<file path="src/rtl/i2c_slave.sv">
// i2c_slave: 7-bit address I2C target with byte write/read and ACK handling.
// scl/sda are synchronized into clk; all bus events come from edges of the
// synchronized lines.
// Optional build macro I2C_SLAVE_GLITCH_FILTER_EN adds a 3-sample majority
// filter behind the synchronizers. It rejects 1-clk pulses and adds 2 clk of latency.
//
// state      | meaning
// IDLE       | bus ignored until START
// ADDRESSING | shifting 7 address bits + R/W
// ACK_ADDR   | acknowledging our address
// WRITING    | shifting a byte from the master
// ACK_DATA   | acknowledging a written byte
// READING    | driving tx byte MSB first
// WAIT_ACK   | sampling master ACK/NACK after a read byte
module i2c_slave #(
  parameter logic [6:0] SLAVE_ADDR = 7'h42
) (
  input  logic       clk,
  input  logic       rst,
  input  logic       scl,
  input  logic       sda_in,
  output logic       sda_oe,
  input  logic [7:0] tx_data,
  output logic [7:0] rx_data,
  output logic       rx_valid,
  output logic [3:0] state
);

  typedef enum logic [3:0] {
    IDLE       = 4'd0,
    ADDRESSING = 4'd1,
    ACK_ADDR   = 4'd2,
    WRITING    = 4'd3,
    ACK_DATA   = 4'd4,
    READING    = 4'd5,
    WAIT_ACK   = 4'd6
  } state_e;

  logic [1:0] scl_sync_q, scl_sync_d, sda_sync_q, sda_sync_d;
  logic       scl_prev_q, scl_prev_d, sda_prev_q, sda_prev_d;
  logic       scl_f, sda_f;
  logic       scl_rise, scl_fall, start_det, stop_det;

  state_e     state_q, state_d;
  logic [3:0] bit_cnt_q, bit_cnt_d;
  logic [7:0] shift_q, shift_d;
  logic       rw_q, rw_d;
  logic       sda_oe_q, sda_oe_d;
  logic [7:0] rx_data_q, rx_data_d;
  logic       rx_valid_q, rx_valid_d;

  // Synchronizer shift and edge-history next values
  always_comb begin
    scl_sync_d = {scl_sync_q[0], scl};
    sda_sync_d = {sda_sync_q[0], sda_in};
    scl_prev_d = scl_f;
    sda_prev_d = sda_f;
  end

  // Input synchronizers and previous-level registers, reset to idle-high bus
  always_ff @(posedge clk or negedge rst) begin
    if (!rst) begin
      scl_sync_q <= 2'b11;
      sda_sync_q <= 2'b11;
      scl_prev_q <= 1'b1;
      sda_prev_q <= 1'b1;
    end else begin
      scl_sync_q <= scl_sync_d;
      sda_sync_q <= sda_sync_d;
      scl_prev_q <= scl_prev_d;
      sda_prev_q <= sda_prev_d;
    end
  end

`ifdef I2C_SLAVE_GLITCH_FILTER_EN
  logic [2:0] scl_hist_q, scl_hist_d, sda_hist_q, sda_hist_d;

  // Three-sample history of each synchronized line
  always_comb begin
    scl_hist_d = {scl_hist_q[1:0], scl_sync_q[1]};
    sda_hist_d = {sda_hist_q[1:0], sda_sync_q[1]};
  end

  // Filter history registers
  always_ff @(posedge clk or negedge rst) begin
    if (!rst) begin
      scl_hist_q <= 3'b111;
      sda_hist_q <= 3'b111;
    end else begin
      scl_hist_q <= scl_hist_d;
      sda_hist_q <= sda_hist_d;
    end
  end

  assign scl_f = (scl_hist_q[0] & scl_hist_q[1]) | (scl_hist_q[0] & scl_hist_q[2]) |
                 (scl_hist_q[1] & scl_hist_q[2]);
  assign sda_f = (sda_hist_q[0] & sda_hist_q[1]) | (sda_hist_q[0] & sda_hist_q[2]) |
                 (sda_hist_q[1] & sda_hist_q[2]);
`else
  assign scl_f = scl_sync_q[1];
  assign sda_f = sda_sync_q[1];
`endif

  assign scl_rise  = scl_f & ~scl_prev_q;
  assign scl_fall  = ~scl_f & scl_prev_q;
  assign start_det = scl_f & scl_prev_q & sda_prev_q & ~sda_f;
  assign stop_det  = scl_f & scl_prev_q & ~sda_prev_q & sda_f;

  // Protocol FSM next state. START/STOP take priority over everything.
  // Each ACK state uses sda_oe_q as its phase bit: the first SCL fall asserts
  // the ACK, and the second fall ends the ACK period.
  always_comb begin
    state_d    = state_q;
    bit_cnt_d  = bit_cnt_q;
    shift_d    = shift_q;
    rw_d       = rw_q;
    sda_oe_d   = sda_oe_q;
    rx_data_d  = rx_data_q;
    rx_valid_d = 1'b0;
    if (start_det) begin
      state_d   = ADDRESSING;
      bit_cnt_d = 4'd0;
      shift_d   = 8'h00;
      sda_oe_d  = 1'b0;
    end else if (stop_det) begin
      state_d   = IDLE;
      bit_cnt_d = 4'd0;
      sda_oe_d  = 1'b0;
    end else begin
      case (state_q)
        IDLE: begin
          sda_oe_d = 1'b0;
        end
        ADDRESSING: begin
          if (scl_rise) begin
            shift_d   = {shift_q[6:0], sda_f};
            bit_cnt_d = bit_cnt_q + 4'd1;
            if (bit_cnt_q == 4'd7) begin
              bit_cnt_d = 4'd0;
              if (shift_q[6:0] == SLAVE_ADDR) begin
                state_d = ACK_ADDR;
                rw_d    = sda_f;
              end else begin
                state_d = IDLE;
              end
            end
          end
        end
        ACK_ADDR: begin
          if (scl_fall) begin
            if (!sda_oe_q) begin
              sda_oe_d = 1'b1;
            end else begin
              bit_cnt_d = 4'd0;
              if (rw_q) begin
                state_d  = READING;
                shift_d  = tx_data;
                sda_oe_d = ~tx_data[7];
              end else begin
                state_d  = WRITING;
                sda_oe_d = 1'b0;
              end
            end
          end
        end
        WRITING: begin
          if (scl_rise) begin
            shift_d   = {shift_q[6:0], sda_f};
            bit_cnt_d = bit_cnt_q + 4'd1;
            if (bit_cnt_q == 4'd7) begin
              rx_data_d  = {shift_q[6:0], sda_f};
              rx_valid_d = 1'b1;
              bit_cnt_d  = 4'd0;
              state_d    = ACK_DATA;
            end
          end
        end
        ACK_DATA: begin
          if (scl_fall) begin
            if (!sda_oe_q) begin
              sda_oe_d = 1'b1;
            end else begin
              sda_oe_d = 1'b0;
              state_d  = WRITING;
            end
          end
        end
        READING: begin
          if (scl_rise) begin
            bit_cnt_d = bit_cnt_q + 4'd1;
          end else if (scl_fall) begin
            if (bit_cnt_q == 4'd8) begin
              sda_oe_d  = 1'b0;
              bit_cnt_d = 4'd0;
              state_d   = WAIT_ACK;
            end else if (bit_cnt_q == 4'd0) begin
              // First fall after a reload from WAIT_ACK: present the MSB
              sda_oe_d = ~shift_q[7];
            end else begin
              shift_d  = {shift_q[6:0], 1'b0};
              sda_oe_d = ~shift_q[6];
            end
          end
        end
        WAIT_ACK: begin
          sda_oe_d = 1'b0;
          if (scl_rise) begin
            bit_cnt_d = 4'd0;
            if (!sda_f) begin
              state_d = READING;
              shift_d = tx_data;
            end else begin
              state_d = IDLE;
            end
          end
        end
        default: begin
          state_d  = IDLE;
          sda_oe_d = 1'b0;
        end
      endcase
    end
  end

  // FSM and registered outputs; reset releases SDA asynchronously
  always_ff @(posedge clk or negedge rst) begin
    if (!rst) begin
      state_q    <= IDLE;
      bit_cnt_q  <= 4'd0;
      shift_q    <= 8'h00;
      rw_q       <= 1'b0;
      sda_oe_q   <= 1'b0;
      rx_data_q  <= 8'h00;
      rx_valid_q <= 1'b0;
    end else begin
      state_q    <= state_d;
      bit_cnt_q  <= bit_cnt_d;
      shift_q    <= shift_d;
      rw_q       <= rw_d;
      sda_oe_q   <= sda_oe_d;
      rx_data_q  <= rx_data_d;
      rx_valid_q <= rx_valid_d;
    end
  end

  assign sda_oe   = sda_oe_q;
  assign rx_data  = rx_data_q;
  assign rx_valid = rx_valid_q;
  assign state    = state_q;

endmodule

</file>
<file path="config.mk">
export PLATFORM = sky130hd
export DESIGN_NAME = i2c_slave
export DESIGN_NICKNAME = d
export VERILOG_FILES = /design/src/rtl/i2c_slave.sv
export SDC_FILE = /design/constraint.sdc
export NUM_CORES = 1
export LEC_CHECK = 0
export ABC_AREA = 1
export CAP_MARGIN = 15
export CORE_ASPECT_RATIO = 0.8
export CORE_MARGIN = 2
export CORE_UTILIZATION = 55
export DETAILED_ROUTE_END_ITERATION = 8
export MAX_ROUTING_LAYER = met4
export PLACE_DENSITY_LB_ADDON = 0.1
export SETUP_SLACK_MARGIN = 0.1
export SYNTH_ARGS = -nofsm -noshare
export SYNTH_HDL_FRONTEND = slang
export SYNTH_SLANG_ARGS = --single-unit
</file>
<file path="constraint.sdc">
create_clock -name clk -period 2.2 [get_ports clk]
set_clock_uncertainty 0.05 [all_clocks]
set_input_delay 0.33 -clock clk [delete_from_list [all_inputs] [get_ports clk]]
set_output_delay 0.33 -clock clk [all_outputs]
set_load 0.02 [all_outputs]
</file>
== Word-level counts from Yosys, hierarchy flattened ==
Index checks and enable logic that the tools add are counted.

* RAM bits: 0
* Bits of input ports: 12
* Word-level logic and storage cells: 135
* Bits in read-only memories: 0
* Output and inout bits: 14
* Register bits: 33
* Memories kept: 0
* Latch bits: 0

* Add/sub/neg operators: 1
* $mul: 0
* Mux-type cells: 59
* Shifts and indexed selects: 0
* Reduce and logical (&&, ||, !) cells: 11
* Magnitude comparators: 0
* Divide/modulo/power cells: 0
* Bitwise operators: 16
* Equality and inequality tests: 37

{| class="wikitable"
|+ Operators by type and width
! kind !! count
|-
| 4-bit two-way mux || 24
|-
| 8-bit two-way mux || 12
|-
| 4-bit != test, second input constant || 12
|-
| 8-bit one-hot mux with 4 select lines || 1
|-
| 3-bit != test, second input constant || 10
|-
| 4-bit one-hot mux with 7 select lines || 1
|-
| 4-bit by 3-bit equality test with 1-bit output, second input constant || 4
|-
| 1-bit two-way mux || 16
|-
| 4-bit one-hot mux with 4 select lines || 1
|-
| 13-bit AND reduction || 1
|-
| 12-bit AND reduction || 1
|-
| 5-bit != test, second input constant || 2
|-
| 5-bit AND reduction || 2
|-
| 1-bit inverter || 9
|-
| 4-bit by 2-bit equality test with 1-bit output, second input constant || 2
|-
| 4-bit zero test || 2
|-
| 1-bit AND || 7
|-
| 7-bit equality test, second input constant || 1
|-
| 7-bit AND reduction || 1
|-
| 3-bit two-way mux || 2
|-
| 3-bit by 1-bit != test with 1-bit output, second input constant || 2
|-
| 6-bit AND reduction || 1
|-
| 6-bit nonzero test || 1
|-
| 5-bit nonzero test || 1
|-
| other kinds (8) || 8
|}

== Depth between registers and ports, before layout ==
Gate-level depths: netlist of run 1.

* Depth in word-level cells: 8
* Mapped depth: 11
* Mapped depth without buffers: 11

== Worst setup path after synthesis of run 1 ==
OpenSTA, ideal clock, no wires.

* Kind: register to register
* Start: reg scl_sync_q[1]
* End: reg shift_q[6]
* Cell stages (with the launch flop): 11
* Library setup time: 0.117 ns
* Setup slack: 0.481 ns
* Arrival: 1.553 ns
* Period minus slack after synthesis: 1.719 ns
* Required time: 2.033 ns
* Buffers on the path: 0
* Cell sequence: dfstp_2 ha_1 nand2_1 nor2_2 nor2_1 nand2_1 nand3_2 nor2_4 nand2_4 nand2_1 nand2_1

* Cells in the longest elaborated chain, start to end: 5
* Elaborated cells between the ends (all ways): 22
* Those cells by class: eq/ne: 11; mux: 1; bitwise: 8; reduce/logical: 2

{| class="wikitable"
|+ Ends and longest elaborated chain
! item !! RTL line !! source
|-
| start, declared || 39 || <nowiki>logic [1:0] scl_sync_q, scl_sync_d, sda_sync_q, sda_sync_d;</nowiki>
|-
| start signal, assigned || 68 || <nowiki>scl_sync_q <= scl_sync_d;</nowiki>
|-
| 1-bit AND || 106, 107 ||
|-
| 1-bit AND, on equally long branches (2 in a row) || 106, 107 ||
|-
| 3-bit != test (no source line) (tied with other cells) || -- ||
|-
| 12-bit AND reduction (no source line) || -- ||
|-
| end signal, assigned || 238 || <nowiki>shift_q <= shift_d;</nowiki>
|-
| end, declared || 46 || <nowiki>logic [7:0] shift_q, shift_d;</nowiki>
|}

Parallel ways exist; a longest one is shown, timed or not.
A chain may end at the register's enable or synchronous reset.

== Worst setup path in the final report of run 1 ==
* Start: reg scl_sync_q[1]
* End: reg shift_q[0]

Same word-level chain as after synthesis.

==> results of run 1 <==
==> through the flow <==
| stage | instance area (µm²) | std cells | util | worst slack, ns |
|---|---|---|---|---|
| after floorplan | 1980 | 281 | - | 0.481 |
| after global placement | 2260 | 343 | 0.654 | 0.267 |
| after detailed placement | 2260 | 343 | 0.654 | 0.179 |
| after CTS | 2340 | 351 | 0.678 | 0.161 |
| after global routing | 2340 | 351 | 0.679 | 0.101 |
| final | 2340 | 351 | 0.679 | 0.258 |
==> layer usage <==
| metal | track usage | up-vias | share of wire |
|---|---|---|---|
| met2 | 0.330 | 60 | 0.42 |
| met1 | 0.372 | 827 | 0.50 |
| li1 | - | 951 | - |
| met5 | - | - | 0 |
| met4 | 0.0566 | 0 | 0 |
| met3 | 0.0626 | 0 | 0.078 |
==> final timing paths <==
check                                              from  cells after the start                      end  slack [ns]
max in group asynchronous                           rst                      2     scl_prev_q$_DFF_PN1_        1.38
min in group asynchronous                           rst                      2   shift_q[1]$_DFFE_PN0P_        0.39
worst max register to register  scl_sync_q[1]$_DFF_PN1_                     10   shift_q[0]$_DFFE_PN0P_        0.26
worst min-delay path            sda_sync_q[0]$_DFF_PN1_                      0  sda_sync_q[1]$_DFF_PN1_        0.31
worst max-delay path            scl_sync_q[1]$_DFF_PN1_                     10   shift_q[0]$_DFFE_PN0P_        0.26
worst min register to register  sda_sync_q[0]$_DFF_PN1_                      0  sda_sync_q[1]$_DFF_PN1_        0.31
==> cell families (layout without fill, tap and decap cells) <==
logic type,Yosys count,count (layout)
other,1,1
adder cells (fa/ha/maj),5,5
buffers and inverters,38,66
AO/OA/AOI/OAI,38,38
AND/OR/NAND/NOR,166,166
flip-flops,32,32
XOR/XNOR,1,1
==> critical path, delay by kind of cell (launching register included) <==
kind / cells / cell delay (ns)
AO/OA/AOI/OAI: 1 / 0.10
adder cells (fa/ha/maj): 1 / 0.20
buffers and inverters: 1 / 0.05
flip-flops: 1 / 0.56
AND/OR/NAND/NOR: 7 / 0.86
==> power by group through the flow <==
stage          Sequential (mW)  Combinational, mW  Clock (mW)
2_1_floorplan            0.748              0.245           0
6_report                 0.776              0.348       0.421
3_5_place_dp             0.785              0.346           0
3_3_place_gp             0.785              0.335           0
5_1_grt                  0.789              0.405       0.461
4_1_cts                  0.775              0.347       0.431
==> Yosys cell counts <==
| library cell | number | area (µm²) |
|---|---|---|
| buf_2 | 5 | 25.0 |
| nor3_2 | 1 | 10.0 |
| or2_2 | 1 | 6.26 |
| nand4_1 | 2 | 12.5 |
| a21oi_1 | 7 | 35.0 |
| conb_1 | 1 | 3.75 |
| nand2_1 | 93 | 349 |
| nor3_1 | 4 | 20.0 |
| dfrtp_1 | 26 | 651 |
| nand2_4 | 1 | 11.3 |
| nor2_2 | 3 | 18.8 |
| inv_2 | 6 | 22.5 |
| o21ai_0 | 16 | 80.1 |
| o21ai_2 | 1 | 8.76 |
| buf_4 | 1 | 7.51 |
| nor2_4 | 2 | 22.5 |
| nand3b_1 | 1 | 7.51 |
| nor2_1 | 26 | 97.6 |
| a211oi_1 | 2 | 15.0 |
| inv_1 | 26 | 97.6 |
| dfstp_2 | 6 | 158 |
| nand3_1 | 26 | 130 |
| nand3_2 | 6 | 60.1 |
| ha_1 | 5 | 62.6 |
| xor2_1 | 1 | 8.76 |
| o21ai_1 | 12 | 60.1 |
==> registers in the layout, summed over array words and instances, names as in the netlist <==
name and cells:
rx_valid 1, sda_sync_q 2, sda_oe 1, scl_sync_q 2
bit_cnt_q 4, state 3, rx_data 8, scl_prev_q 1
shift_q 8, rw_q 1, sda_prev_q 1
==> cell type report <==
class	count	area share
Tap cell	42	0.0224
Clock inverter	1	0.00214
Clock buffer	7	0.0326
Timing Repair Buffer	26	0.109
Inverter	32	0.0513
Sequential cell	32	0.345
Multi-Input combinational cell	211	0.437
==> metrics, run 1 <==
CP Class=register to register; fin. max-slew vios=0; clock network power share=0.272; antenna violations before repair=0; endpoints failing hold=0; Critical Path End Type=register; layout cells sized above 1=0.117; yosys warns=0; PD cells=660 nW/µm²; DR WL/cell=about 13 µm; hold buffer count at CTS=0; Row Count=19; flops & latches, synth=32; Compound-Gate Fraction of Synth Area=0.100; most frequent cells in the layout=nand2_1, inv_1, nor2_1, dfrtp_1, nand3_1; number of global-route vias before repair=1,569; Initial Util=0.575; FILL cells=slightly below 300; register area=808 µm²; crit path max-delay cell type=dfstp_2; total CTS buffers=5; Core Box Area=between 3000 and 4000 µm²; Seq/Total Area, Yosys=0.408; First DRT Iteration DRCs=136; Synth Instances=roughly 280; final worst path period need=1.94 ns; CP required=2.31 ns; Synth Area per Inst=between 7 and 8 µm²; setup total negative slack=0 ns; DP HPWL=3.44 mm; via/cell ratio=approximately 5.2; PortBufs=24; fmax=515 MHz; period utilization=0.883; Ports=26; critical path's most frequent cell=nand2_1; Worst VDD drop=574 µV; gpl congestion=0.956; net count after synthesis=298; post-synthesis mux area share=0; CP peak stage delay=0.56 ns; Post-CTS Setup Bufs=0; H-Tree Depth=2; Sequential Power Share=0.502; final setup fails=0; synthesized area=1980 µm²; multi-input combinational cell area=a little over 1000 µm²; global-route wire length before repair=7.41 mm; CTS resizes=0; total power=around 1.5 mW; largest family of logic cells by synthesized area=simple AND/OR/NAND/NOR gates; simple-gate share of the synthesized area=0.377; Psw=approximately 0.53 mW; CP Launch Type=register; Final #Nets=325; Pre-antenna DRT Iters=4; Total Routing Usage GR=0.245; clock buffer depth=2; largest net degree at the start of global routing=33; Worst-Skew Late Latency=0.28 ns; outcome=complete, no violations; CTS tree=yes; Cell Chain, Critical Path=ha_1 -> nand3_2 -> nand2_1 -> inv_2 -> nand2_1 -> o21ai_1 -> nor2_4 -> nand2_4 -> nand2_1 -> nand2_1; antenna viol nets, final=0; Root Buffer=clkbuf_8; HP Class=register to register; Synth Area in XOR/XNOR=0.00442; WHS=roughly 0.3 ns; Max Cap Viol=0; Die Span Y=between 50 and 60 µm; Cell variety after synth=26; Combinational Power Share=0.225; DRC=0; Max Fanout on Critical Path=9; Area Growth Syn to Fin=18.3%; grt total ovfl=0; Pint=1.02 mW; final WL=4.39 mm; leakage=1.19 nW; total clock sinks=32; Via Count=1,838; die area=around 4100 µm²; most common cell after layout, fill and taps aside=nand2_1; unrepaired setup endpoints after global routing=no; DIE WIDTH=71.1 µm; antenna diode count=0; clock transition at the registers of the reported paths=~0.060 ns; Arr. time, crit path=roughly 2.1 ns; Adder-Cell Fraction of Synth Area=0.0316; Switching Share=0.340
No activity file was read; power rests on OpenSTA's default activity.
==> inputs of run 2 (changes only) <==
--- a/config.mk
+++ b/config.mk
@@ -13,7 +13,6 @@
 export DETAILED_ROUTE_END_ITERATION = 8
 export MAX_ROUTING_LAYER = met4
 export PLACE_DENSITY_LB_ADDON = 0.1
-export SETUP_SLACK_MARGIN = 0.1
 export SYNTH_ARGS = -nofsm -noshare
 export SYNTH_HDL_FRONTEND = slang
 export SYNTH_SLANG_ARGS = --single-unit
==> run 2 against run 1 <==
  * Power is essentially flat
  * Clock power is essentially flat
  * Cell count unchanged
  * Sequential power about the same
  * Register-to-register slack lost 0.095 ns
  * Design area shrank 0.21%
  * Global-route usage unchanged
  * Setup slack worse by 0.095 ns
  * Non-clock buffer count did not move
  * Worst hold slack about the same
  * Largest power group unchanged
==> metrics, run 2 (same netlist as run 1, synthesis figures left out) <==
via/cell ratio=about 5.3; DP HPWL=3.44 mm; WHS=0.308 ns; Max Fanout on Critical Path=9; CP Launch Type=register; met3 wire len=about 290 µm; Core Box Area=roughly 3400 µm²; Critical Path End Type=register; First DRT Iteration DRCs=139; setup total negative slack=0 ns; Initial Util=0.575; total CTS buffers=5; endpoints failing hold=0; Post-CTS Setup Bufs=0; layout cells sized above 1=0.113; CP Class=register to register; fin cells=351; Worst-Skew Late Latency=~0.28 ns; CTS resizes=0; final WL=around 4.4 mm; global-route wire length before repair=about 7.4 mm; Max Cap Viol=0; Ports=26; PD cells=662 nW/µm²; Via Count=1,843; number of global-route vias before repair=around 1,600; gpl congestion=0.956; leakage=1.19 nW; met2 wire len=1.80 mm; CP required=around 2.3 ns; Root Buffer=clkbuf_8; outcome=complete, no violations; Die Span Y=57.7 µm; Area Growth Syn to Fin=18.0%; Cell Count Post-Placement=343; PortBufs=24; CTS tree=yes; unrepaired setup endpoints after global routing=no; period utilization=0.926; DIE WIDTH=71.1 µm; Worst VDD drop=about 570 µV; hold buffer count at CTS=0; die area=4100 µm²; most frequent cells in the layout=nand2_1, inv_1, nand3_1, nor2_1, dfrtp_1; uppermost routed layer=met4; HP Class=register to register; DR WL/cell=~12 µm; H-Tree Depth=2; total clock sinks=32; final setup fails=0; Final #Nets=between 300 and 400; antenna diode count=0; Pre-antenna DRT Iters=5; antenna violations before repair=0; fin. max-slew vios=0; antenna viol nets, final=0; clock transition at the registers of the reported paths=0.06 ns; grt total ovfl=0; Row Count=19; fmax=491 MHz; clock buffer depth=2; largest net degree at the start of global routing=33; final worst path period need=between 2 and 2.5 ns; most common cell after layout, fill and taps aside=nand2_1; DRC=0; wl on met1=about 2.2 mm; Arr. time, crit path=2.15 ns; Total Routing Usage GR=0.245
[run 2: cell counts in the layout (fill, tap and decap cells not counted)]
No cell type changed its count.
[run 2: power by group]
group	internal, mW	leakage [nW]	switching, mW	total (mW)
sequential	0.678	0.414	0.101	0.779
combinational	0.121	0.734	0.227	0.348
clock	0.221	0.0422	0.198	0.420
[run 2: routing by layer]
layer,vias up,GRT usage
met5,-,-
met4,0,0.0566
met3,4,0.0626
met2,58,0.330
met1,829,0.372
li1,952,-
[run 2: stage by stage]
| step | setup WS [ns] | util | power, mW | area [µm²] |
|---|---|---|---|---|
| after floorplan | 0.481 | - | 0.994 | 1980 |
| after global placement | 0.267 | 0.654 | 1.12 | 2260 |
| after detailed placement | 0.179 | 0.654 | 1.13 | 2260 |
| after CTS | 0.161 | 0.678 | 1.55 | 2340 |
| after global routing | 0.00588 | 0.678 | 1.65 | 2340 |
| final | 0.163 | 0.678 | 1.55 | 2340 |
[run 2: layout make-up]
| cell class | instances | area [µm²] |
|---|---|---|
| Fill cell | 294 | 1110 |
| Multi-Input combinational cell | 211 | 1020 |
| Sequential cell | 32 | 808 |
| Timing Repair Buffer | 26 | 255 |
| Inverter | 32 | 120 |
| Clock buffer | 7 | 76.3 |
| Tap cell | 42 | 52.6 |
| Clock inverter | 1 | 5.00 |
[run 2: worst paths after layout]
| kind | start | endpoint | slack [ns] | cells past startpoint |
|---|---|---|---|---|
| min in group asynchronous | rst | shift_q[7]$_DFFE_PN0P_ | 0.39 | 2 |
| setup / recovery | scl_sync_q[1]$_DFF_PN1_ | shift_q[0]$_DFFE_PN0P_ | 0.16 | 10 |
| hold / removal | sda_sync_q[0]$_DFF_PN1_ | sda_sync_q[1]$_DFF_PN1_ | 0.31 | 0 |
| setup reg to reg | scl_sync_q[1]$_DFF_PN1_ | shift_q[0]$_DFFE_PN0P_ | 0.16 | 10 |
| hold reg to reg | sda_sync_q[0]$_DFF_PN1_ | sda_sync_q[1]$_DFF_PN1_ | 0.31 | 0 |
| max in group asynchronous | rst | sda_sync_q[0]$_DFF_PN1_ | 1.39 | 2 |
[run 2: worst max-delay path: stages (launching register included)]
cell and delay, ns:
dfstp_2 0.56, ha_1 0.19, nand3_1 0.24, nand2_1 0.18, inv_2 0.06, nand2_1 0.05
o21ai_1 0.10, nor2_4 0.24, nand2_4 0.11, nand2_1 0.09, nand2_1 0.05
